[config.mk]
export PLATFORM = sky130hd
export DESIGN_NAME = mem_store_unit_flat
export DESIGN_NICKNAME = d
export VERILOG_FILES = /design/src/rtl/mem_store_unit_pkg.sv /design/src/rtl/mem_store_unit_if.sv /design/src/rtl/mem_store_unit_st_fmt.sv /design/src/rtl/mem_store_unit.sv /design/src/flat_wrapper.sv
export SDC_FILE = /design/constraint.sdc
export NUM_CORES = 1
export LEC_CHECK = 0
export ABC_AREA = 0
export BUFFER_PORTS_ARGS = -buffer_cell sky130_fd_sc_hd__buf_2
export CORE_MARGIN = 2
export CORE_UTILIZATION = 50
export CTS_CLUSTER_SIZE = 28
export DETAILED_ROUTE_END_ITERATION = 16
export HOLD_SLACK_MARGIN = 0.15
export PLACE_DENSITY = 0.81
export RECOVER_POWER = 50
export SYNTH_ARGS = -nofsm -noshare
export SYNTH_HDL_FRONTEND = slang
export SYNTH_SLANG_ARGS = --single-unit
[constraint.sdc]
create_clock -name clk -period 1.88 [get_ports clk]
set_input_delay 0.094 -clock clk [delete_from_list [all_inputs] [get_ports clk]]
set_output_delay 0.094 -clock clk [all_outputs]
set_load 0.05 [all_outputs]
[src/rtl/mem_store_unit_pkg.sv]
// mem_store_unit_pkg: store op codes, bus width and store-buffer entry layout
package mem_store_unit_pkg;
  localparam int REG_BUS = 64;
  localparam logic [REG_BUS-1:0] ZERO_WORD = '0;
  typedef enum logic [2:0] {
    SZ_B = 3'b001,
    SZ_H = 3'b010,
    SZ_W = 3'b011,
    SZ_D = 3'b111
  } st_op_e;
  typedef struct packed {
    logic [REG_BUS-1:0] addr;
    logic [REG_BUS-1:0] data;
    logic [7:0]         mask;
  } sb_entry_t;
endpackage

[src/rtl/mem_store_unit_if.sv]
// mem_store_unit_if: store request bus (st_*) and doubleword write port (mem_w_*)
// slave = store unit side, master = pipeline/memory side
interface mem_store_unit_if;
  import mem_store_unit_pkg::*;
  logic               st_valid;
  logic               st_ready;
  logic [2:0]         st_op;
  logic [REG_BUS-1:0] st_addr;
  logic [REG_BUS-1:0] st_data;
  logic               mem_w_valid;
  logic               mem_w_ready;
  logic [REG_BUS-1:0] mem_w_addr;
  logic [REG_BUS-1:0] mem_w_data;
  logic [7:0]         mem_w_mask;
  modport slave (
    input  st_valid, st_op, st_addr, st_data, mem_w_ready,
    output st_ready, mem_w_valid, mem_w_addr, mem_w_data, mem_w_mask
  );
  modport master (
    output st_valid, st_op, st_addr, st_data, mem_w_ready,
    input  st_ready, mem_w_valid, mem_w_addr, mem_w_data, mem_w_mask
  );
endinterface

[src/rtl/mem_store_unit_st_fmt.sv]
// mem_store_unit_st_fmt: store legality/alignment check, byte mask and lane shift
// op/addr/data in; legal, aligned, formatted entry {aligned addr, data, mask} out
module mem_store_unit_st_fmt
  import mem_store_unit_pkg::*;
(
  input  logic [2:0]         op,
  input  logic [REG_BUS-1:0] addr,
  input  logic [REG_BUS-1:0] data,
  output logic               legal,
  output logic               aligned,
  output sb_entry_t          entry
);
  logic [2:0]         sh;
  logic [7:0]         base;
  logic [REG_BUS-1:0] size_mask;
  always_comb begin
    sh = addr[2:0];
    legal = op inside {SZ_B, SZ_H, SZ_W, SZ_D};
    base = op == SZ_B ? 8'h01 : op == SZ_H ? 8'h03 : op == SZ_W ? 8'h0f : 8'hff;
    size_mask = op == SZ_B ? 64'hff : op == SZ_H ? 64'hffff : op == SZ_W ? 64'hffff_ffff : ~ZERO_WORD;
    aligned = op == SZ_B || (op == SZ_H && !addr[0]) || (op == SZ_W && addr[1:0] == 2'b00) || (op == SZ_D && sh == 3'b000);
    entry.addr = {addr[REG_BUS-1:3], 3'b000};
    entry.data = (data & size_mask) << {sh, 3'b000};
    entry.mask = base << sh;
  end
endmodule

[src/rtl/mem_store_unit.sv]
// mem_store_unit: store buffer FIFO that formats stores and drains them to a 64-bit write port
// clk, rst (async active-low); bus: st_* request and mem_w_* write handshakes;
// misalign/op_err: one-cycle drop pulses; sb_empty/sb_count: buffer occupancy
module mem_store_unit
  import mem_store_unit_pkg::*;
#(
  parameter int DEPTH = 2,
  parameter int CNT_W = 2
) (
  input  logic             clk,
  input  logic             rst,
  mem_store_unit_if.slave  bus,
  output logic             misalign,
  output logic             op_err,
  output logic             sb_empty,
  output logic [CNT_W-1:0] sb_count
);
  localparam int PW = DEPTH > 1 ? $clog2(DEPTH) : 1;
  sb_entry_t        sb_q [DEPTH];
  sb_entry_t        fmt;
  logic [CNT_W-1:0] count;
  logic [PW-1:0]    wp, rp;
  logic             legal, aligned, hs, push, pop;
  mem_store_unit_st_fmt u_fmt (
    .op      (bus.st_op),
    .addr    (bus.st_addr),
    .data    (bus.st_data),
    .legal   (legal),
    .aligned (aligned),
    .entry   (fmt)
  );
  // Ready depends only on registered count, so a same-cycle pop never frees a slot early
  assign bus.st_ready = count < CNT_W'(DEPTH);
  assign hs = bus.st_valid && bus.st_ready;
  assign push = hs && legal && aligned;
  assign pop = bus.mem_w_valid && bus.mem_w_ready;
  assign bus.mem_w_valid = count != '0;
  assign {bus.mem_w_addr, bus.mem_w_data, bus.mem_w_mask} = sb_q[rp];
  assign sb_empty = count == '0;
  assign sb_count = count;
  always_ff @(posedge clk or negedge rst)
    if (!rst) begin
      count <= '0;
      wp <= '0;
      rp <= '0;
      misalign <= 1'b0;
      op_err <= 1'b0;
      for (int i = 0; i < DEPTH; i++) sb_q[i] <= '0;
    end else begin
      count <= count + CNT_W'(push) - CNT_W'(pop);
      if (push) begin
        sb_q[wp] <= fmt;
        wp <= wp + 1'b1;
      end
      rp <= pop ? rp + 1'b1 : rp;
      misalign <= hs && legal && !aligned;
      op_err <= hs && !legal;
    end
endmodule

[src/flat_wrapper.sv]
// flat-port wrapper written by rule: the top's interface ports become plain ports
module mem_store_unit_flat import mem_store_unit_pkg::*;
#(
  parameter int DEPTH = 2,
  parameter int CNT_W = 2
)
  (clk, rst, misalign, op_err, sb_empty, sb_count, bus_st_valid, bus_st_op, bus_st_addr, bus_st_data, bus_mem_w_ready, bus_st_ready, bus_mem_w_valid, bus_mem_w_addr, bus_mem_w_data, bus_mem_w_mask);
  mem_store_unit_if bus_i ();
  input  logic clk;
  input  logic rst;
  output logic misalign;
  output logic op_err;
  output logic sb_empty;
  output logic [CNT_W-1:0] sb_count;
  input wire logic [$bits(bus_i.st_valid)-1:0] bus_st_valid;
  input wire logic [$bits(bus_i.st_op)-1:0] bus_st_op;
  input wire logic [$bits(bus_i.st_addr)-1:0] bus_st_addr;
  input wire logic [$bits(bus_i.st_data)-1:0] bus_st_data;
  input wire logic [$bits(bus_i.mem_w_ready)-1:0] bus_mem_w_ready;
  output wire logic [$bits(bus_i.st_ready)-1:0] bus_st_ready;
  output wire logic [$bits(bus_i.mem_w_valid)-1:0] bus_mem_w_valid;
  output wire logic [$bits(bus_i.mem_w_addr)-1:0] bus_mem_w_addr;
  output wire logic [$bits(bus_i.mem_w_data)-1:0] bus_mem_w_data;
  output wire logic [$bits(bus_i.mem_w_mask)-1:0] bus_mem_w_mask;
  assign bus_i.st_valid = bus_st_valid;
  assign bus_i.st_op = bus_st_op;
  assign bus_i.st_addr = bus_st_addr;
  assign bus_i.st_data = bus_st_data;
  assign bus_i.mem_w_ready = bus_mem_w_ready;
  assign bus_st_ready = bus_i.st_ready;
  assign bus_mem_w_valid = bus_i.mem_w_valid;
  assign bus_mem_w_addr = bus_i.mem_w_addr;
  assign bus_mem_w_data = bus_i.mem_w_data;
  assign bus_mem_w_mask = bus_i.mem_w_mask;
  mem_store_unit #(.DEPTH(DEPTH), .CNT_W(CNT_W)) u_core (.clk(clk), .rst(rst), .bus(bus_i), .misalign(misalign), .op_err(op_err), .sb_empty(sb_empty), .sb_count(sb_count));
endmodule
Word level (Yosys, flattened, before mapping)
Cells that the tools add are included.

word-level totals
  register bits = 278
  input port bits = 135
  output and inout port bits = 143
  logic and storage cells = 61

cells by class
  $add $sub $neg = 4
  magnitude comparators = 4
  eq/ne operators = 4
  shifts and indexed selects = 2
  muxes and demuxes = 12
  bitwise gates (word level) = 3
  reductions and logical operators = 21

operator list
  kind                                                                   count
  136-bit 2-to-1 mux                                                     4
  272-bit bitwise mux                                                    1
  64-bit 2-to-1 mux                                                      3
  136-bit demux with 1-bit select                                        1
  64-bit bitwise AND                                                     1
  64-bit by 6-bit left shift with 64-bit output                          1
  8-bit 2-to-1 mux                                                       3
  1-bit logical AND                                                      10
  8-bit by 3-bit left shift with 8-bit output                            1
  3-bit by 2-bit == test with 1-bit output (second input constant)       2
  2-bit >= comparator (second input constant)                            2
  2-bit zero test                                                        2
  1-bit inverter with 2-bit output                                       2
  4-bit nonzero test                                                     1
  3-bit by 1-bit == test with 1-bit output (second input constant)       1
  3-bit == test (second input constant)                                  1
  1-bit zero test                                                        3
  3-bit zero test                                                        1
  1-bit logical OR                                                       3
  1-bit adder (second input constant)                                    2
  2-bit by 1-bit adder with 2-bit output                                 1
  2-bit by 1-bit < comparator with 1-bit output (second input constant)  1
  2-bit < comparator (second input constant)                             1
  2-bit nonzero test                                                     1
  2-bit by 1-bit subtractor with 2-bit output                            1

Logic depth before layout (Yosys ltp)
  depth after elaboration = 8
  mapped depth = 8
  mapped depth without buffers = 7

Cells and area by module
From an unflattened synthesis, not the netlist that was laid out.

second synthesis, totals
  cell total of the unflattened synthesis = 1,126
  area, all modules = 14,782.9 sq um

modules (own cells, without submodules)
  module                 instances  cells each  area an instance (sq um)
  mem_store_unit         1          747         12,085.3
  mem_store_unit_st_fmt  1          379         2,697.6

Worst setup path after synthesis
No wires, ideal clock.

  kind = register to register
  start = register u_core.count[1], in the netlist u_core.sb_count[1]
  end = register u_core.count[1], in the netlist u_core.sb_count[1]
  setup time = 0.080 ns
  arrival = 2.756 ns
  path slack = -0.956 ns
  cell stages (with the launch flop) = 8
  period minus slack after synthesis = 2.836 ns
  cells stage by stage = dfrtp_1 > inv_1 > nand2_1 > inv_1 > nor2b_1 > ha_1 > a311oi_1 > xnor2_1

on the way
  word-level cells in the longest chain between the ends = 6

ends and longest elaborated chain
  element                                      RTL line              source
  start, declared                              mem_store_unit.sv:21  logic [CNT_W-1:0] count;
  start signal, assigned                       mem_store_unit.sv:50  count <= count + CNT_W'(push) - CNT_W'(pop);
  2-bit < comparator                           mem_store_unit.sv:33  assign bus.st_ready = count < CNT_W'(DEPTH);
  via bus_st_ready                             flat_wrapper.sv:20    output wire logic [$bits(bus_i.st_ready)-1:0] bus_st_ready;
  1-bit logical AND                            mem_store_unit.sv:34  assign hs = bus.st_valid && bus.st_ready;
  1-bit logical AND (2 in a row)               mem_store_unit.sv:35  assign push = hs && legal && aligned;
  2-bit by 1-bit adder with 2-bit output       mem_store_unit.sv:50
  2-bit by 1-bit subtractor with 2-bit output  mem_store_unit.sv:50

The timed path passes the listed nets, and every way through them passes these cells.
A chain may end at the register's enable or synchronous reset.

Worst setup path in the final report
  start = register u_core.rp
  end = output port bus_mem_w_data[35]

on the way
  word-level cells in the longest chain between the ends = 4

ends and longest elaborated chain
  element                                                 RTL line              source
  start, declared                                         mem_store_unit.sv:22  logic [PW-1:0] wp, rp;
  start signal, assigned                                  mem_store_unit.sv:55  rp <= pop ? rp + 1'b1 : rp;
  1-bit inverter with 2-bit output (not written as such)  mem_store_unit.sv:38  assign {bus.mem_w_addr, bus.mem_w_data, bus.mem_w_mask} = sb_q[rp];
  136-bit 2-to-1 mux (not written as such) (3 in a row)   mem_store_unit.sv:38
  end, declared                                           flat_wrapper.sv:23    output wire logic [$bits(bus_i.mem_w_data)-1:0] bus_mem_w_data;

Every way passes these cells. The select of a mux whose other input is x is not followed.

==> results.txt <==
----------------------------------------------------
[Status]
  Outcome ... complete, but fails checks
  Violated checks ... negative setup slack

[Yosys]
  Area share of fa/ha/maj cells after synthesis ... 0.000906
  Area fraction in compound gates after synthesis ... 0.0930
  Synthesized flop and latch total ... approximately 270
  Post-synthesis average cell area ... 11.4 µm²
  Main area contributors after synthesis ... sky130_fd_sc_hd__dfrtp_1, sky130_fd_sc_hd__mux2_2, sky130_fd_sc_hd__mux2i_1, sky130_fd_sc_hd__inv_1, sky130_fd_sc_hd__nand2_1
  Main combinational cell family by area after synthesis ... multiplexers
  Seq/Total Area, Yosys ... 0.493
  Area fraction in and, or, nand and nor cells after synthesis ... 0.0497
  Post-synth design cell area ... 0.0138 mm²
  Most common flop cell mapped by yosys ... sky130_fd_sc_hd__dfrtp_1
  Fraction of post-synthesis cell area in the top cell type by area ... 0.493
  EDFF count, synth ... 0
  Unique masters post-synth ... just under 60
  Xor/xnor share of the synthesized area ... 0.00381
  Mux share of post-synthesis cell area ... 0.295
  Asr flop ratio synth ... 1.00
  YS warnings ... 0
  Cells after synthesis ... 1206
  Synth area leader ... sky130_fd_sc_hd__dfrtp_1

[CTS]
  Clock Pin Slew Worst Setup and Hold Paths ... approximately 0.06 ns
  Maximum buffer depth of the clock tree ... 3
  Clock latency at the later pin of the worst-skew pair ... a little under 0.6 ns
  Clock sink total ... around 270
  Number of buffers added by the clock tree synthesis step ... 30
  H-tree depth ... 1
  Clock tree from TritonCTS ... done
  Root buffer cell ... sky130_fd_sc_hd__clkbuf_16

[Die]
  Number of standard-cell rows in the floorplan ... 60
  IO Count ... roughly 280
  Floorplan Core Area ... 0.0270 mm²
  Vertical die dimension ... roughly 170 µm
  Die extent in x ... roughly 170 µm
  Starting Density ... 0.511
  Area of the die ... 0.0290 mm²

[Final layout]
  Final layout net count ... between 1500 and 2000
  Synthesis-to-layout area growth ... 52.5%
  Final Instance Count excl. Fillers ... 2064
  Share of post-route cells with drive strength above 1 ... 0.481
  Number of filler cells placed in the layout ... approximately 1500

[STA]
  Worst slack on hold paths ... roughly 0.15 ns
  Fmax ... approximately 0.49 GHz
  Worst Tran Pin Value ... between 0.9 and 1 ns
  Final Critical Period ... between 2 and 2.5 ns
  Final period util ... 1.09
  Clock skew ... 0.0232 ns
  Final Hold Fails ... 0
  Final count of negative-setup-slack endpoints ... 150
  Final sum of negative setup slack ... -12.23 ns
  Worst setup slack after layout ... -0.164 ns
  Number of max-slew violations in the final report ... 0
  Slew Limit Headroom ... 0.395
  Unrepaired setup endpoints after global routing ... yes

[GRT]
  Global route hottest layer ... met2
  Global routing met1 resource utilization ... 0.398
  Met3 Resource Use GR ... 0.0858
  Number of global-route vias before repair ... around 13000
  Overall track demand over capacity in global routing ... 0.326
  Antenna violations before repair ... 5
  Fraction of met2 tracks used by global routing ... 0.553
  Total congestion overflow ... 0
  Pin count of the biggest net entering global routing ... 83
  Global-route wire length before repair ... 72.2 mm

[Route]
  Initial detailed-routing violation count ... ~1000
  Vias after detailed routing ... ~12000
  Number of remaining DRC errors ... 0
  Sum of routed wire length over all layers ... 50.8 mm
  Per-cell via count in the routed design ... just under 6
  Antenna Violating Nets Remaining ... 0
  First drt pass iteration count ... 6
  WL per Instance ... about 25 µm

[Flow run]
  Number of maximum-capacitance violations ... 0

[Placed design]
  GPL Wtd Cong ... just over 0.9
  Post-Place Cells ... around 1900
  Placement Setup Slack ... -0.213 ns
  Port buffer count ... between 200 and 300
  Sum of net half-perimeters after detailed placement ... just under 30 mm

[Worst setup path]
  Kind of critical path ... register to output pin
  Category of the worst setup path capture point ... output pin
  Reg-to-reg slack, setup ... -0.08 ns
  Worst Path Arrival ... roughly 2.0 ns
  Category of the worst setup path launch point ... register
  Critical Path Fanout Max ... 8
  Required time at the worst-slack endpoint ... between 1.5 and 2 ns

[Hold path]
  Classification of the worst-slack hold path ... input pin to register

[Power and ir drop]
  Worst vdd rail ir drop ... around 1.9 mV
  Reported leakage power ... approximately 10 nW
  Pwr/cell area ... approximately 1900 mW/mm²

----------------------------------------------------
==> cells by family (layout without fill, tap and decap cells) <==
group | Yosys count | in the layout
muxes | 376 | 376
other | 1 | 7
buffers and inverters | 215 | 726
and+or+nand+nor | 148 | 148
xor gates and xnor gates | 6 | 6
DFF | 272 | 272
AOI/OAI and AO/OA | 187 | 187
adders and majority gates | 1 | 1
==> critical path, stage by stage, from the launching register on <==
cell and delay [ns]:
sky130_fd_sc_hd__dfrtp_4 0.49, sky130_fd_sc_hd__buf_6 0.15, sky130_fd_sc_hd__bufbuf_16 0.29, sky130_fd_sc_hd__o21ai_4 0.25, sky130_fd_sc_hd__buf_6 0.20
==> per-stage QoR <==
stage / area, µm² / util / power (mW)
after global routing: 21000 / 0.779 / 42.0
after CTS: 20200 / 0.747 / 38.2
after global placement: 16700 / 0.620 / 27.5
after detailed placement: 16700 / 0.620 / 28.0
final: 21100 / 0.779 / 40.6
after floorplan: 14100 / - / 23.3
==> sequential cells by signal (all words and copies together) (netlist names) <==
name and cells:
u_core.op_err 1, u_core.sb_q 266, u_core.wp 1, u_core.sb_count 2
u_core.misalign 1, u_core.rp 1
==> layer usage <==
layer,routed length (µm),share of wire,vias up
li1,-,-,5232
met1,19000,0.37,6130
met2,25000,0.49,714
met3,4790,0.094,132
met4,2030,0.040,4
met5,24,0.00047,-
==> cells in the mapped netlist (6+ instances only) <==
master / number
sky130_fd_sc_hd__dfrtp_1: 272
sky130_fd_sc_hd__mux2_2: 241
sky130_fd_sc_hd__inv_1: 130
sky130_fd_sc_hd__mux2i_1: 129
sky130_fd_sc_hd__nand2_1: 90
sky130_fd_sc_hd__o21ai_0: 63
sky130_fd_sc_hd__clkbuf_1: 35
sky130_fd_sc_hd__buf_2: 33
sky130_fd_sc_hd__o22ai_1: 18
sky130_fd_sc_hd__a22oi_1: 17
sky130_fd_sc_hd__nor2_1: 15
sky130_fd_sc_hd__o211ai_1: 11
sky130_fd_sc_hd__a21oi_1: 10
sky130_fd_sc_hd__nor3_1: 10
sky130_fd_sc_hd__a31oi_1: 9
sky130_fd_sc_hd__buf_4: 9
sky130_fd_sc_hd__a221oi_1: 8
sky130_fd_sc_hd__a222oi_1: 8
sky130_fd_sc_hd__a41oi_1: 8
sky130_fd_sc_hd__and3b_1: 8
sky130_fd_sc_hd__o2111ai_1: 8
sky130_fd_sc_hd__buf_1: 7
sky130_fd_sc_hd__nand2b_1: 7
sky130_fd_sc_hd__mux2_1: 6
sky130_fd_sc_hd__nor2b_1: 6
sky130_fd_sc_hd__o2bb2a_1: 6
==> cell type report <==
class                      instances  area (µm²)  area share
tap                              341         427      0.0203
antenna                            4        10.0    0.000475
timing repair buffer             542        5250       0.250
sequential                       272        6810       0.324
clock buffer                      38         851      0.0404
multi-input combinational        721        7010       0.333
clock inverter                    16         190     0.00903
inverter                         130         495      0.0235
==> repair_timing <==
action,CTS,global route
gates cloned,8,14
hold buffers,103,0
resized for setup,277,137
setup endpoints to repair,225,293
pin swaps,14,14
hold endpoints to repair,453,0
setup buffers,18,7
==> power by group <==
group / switching, mW / internal (mW)
combinational: 14.7 / 9.59
sequential: 1.57 / 8.56
clock: 2.60 / 3.62
==> path summary, 6_finish.rpt <==
path / from / endpoint / cells past startpoint
min in group asynchronous: rst / u_core.sb_q[172] / 3
setup / recovery: u_core.rp / bus_mem_w_data[35] / 4
max in group asynchronous: rst / u_core.sb_count[1] / 4
hold reg to reg: u_core.sb_q[194] / u_core.sb_q[194] / 1
setup reg to reg: u_core.sb_count[1] / u_core.sb_count[1] / 8
hold / removal: bus_st_op[2] / u_core.sb_q[143] / 5
==> cell usage in the layout, fill, tap and decap left out, types with 4 or more instances in the layout <==
master and count:
sky130_fd_sc_hd__dfrtp_1 270, sky130_fd_sc_hd__mux2_2 185, sky130_fd_sc_hd__buf_2 149, sky130_fd_sc_hd__inv_1 128, sky130_fd_sc_hd__mux2i_1 125, sky130_fd_sc_hd__buf_6 113
sky130_fd_sc_hd__dlygate4sd3_1 103, sky130_fd_sc_hd__buf_4 103, sky130_fd_sc_hd__nand2_1 71, sky130_fd_sc_hd__mux2_4 56, sky130_fd_sc_hd__o21ai_4 44, sky130_fd_sc_hd__clkbuf_16 41
sky130_fd_sc_hd__buf_12 28, sky130_fd_sc_hd__nand2_2 18, sky130_fd_sc_hd__o22ai_1 18, sky130_fd_sc_hd__o21ai_2 17, sky130_fd_sc_hd__a22oi_1 17, sky130_fd_sc_hd__buf_8 16
sky130_fd_sc_hd__nor2_1 15, sky130_fd_sc_hd__o211ai_1 11, sky130_fd_sc_hd__nor3_1 10, sky130_fd_sc_hd__a21oi_1 10, sky130_fd_sc_hd__a31oi_1 9, sky130_fd_sc_hd__buf_16 9
sky130_fd_sc_hd__o2111ai_1 8, sky130_fd_sc_hd__and3b_1 8, sky130_fd_sc_hd__a41oi_1 8, sky130_fd_sc_hd__a221oi_1 8, sky130_fd_sc_hd__a222oi_1 8, sky130_fd_sc_hd__nand2b_1 7
sky130_fd_sc_hd__clkbuf_8 7, sky130_fd_sc_hd__mux2_1 6, sky130_fd_sc_hd__o2bb2a_1 6, sky130_fd_sc_hd__nor2b_1 5, sky130_fd_sc_hd__clkinv_2 5, sky130_fd_sc_hd__clkinv_4 5
sky130_fd_sc_hd__clkbuf_1 5, sky130_fd_sc_hd__diode_2 4, sky130_fd_sc_hd__clkinvlp_4 4
No activity file was read; power rests on OpenSTA's default activity.
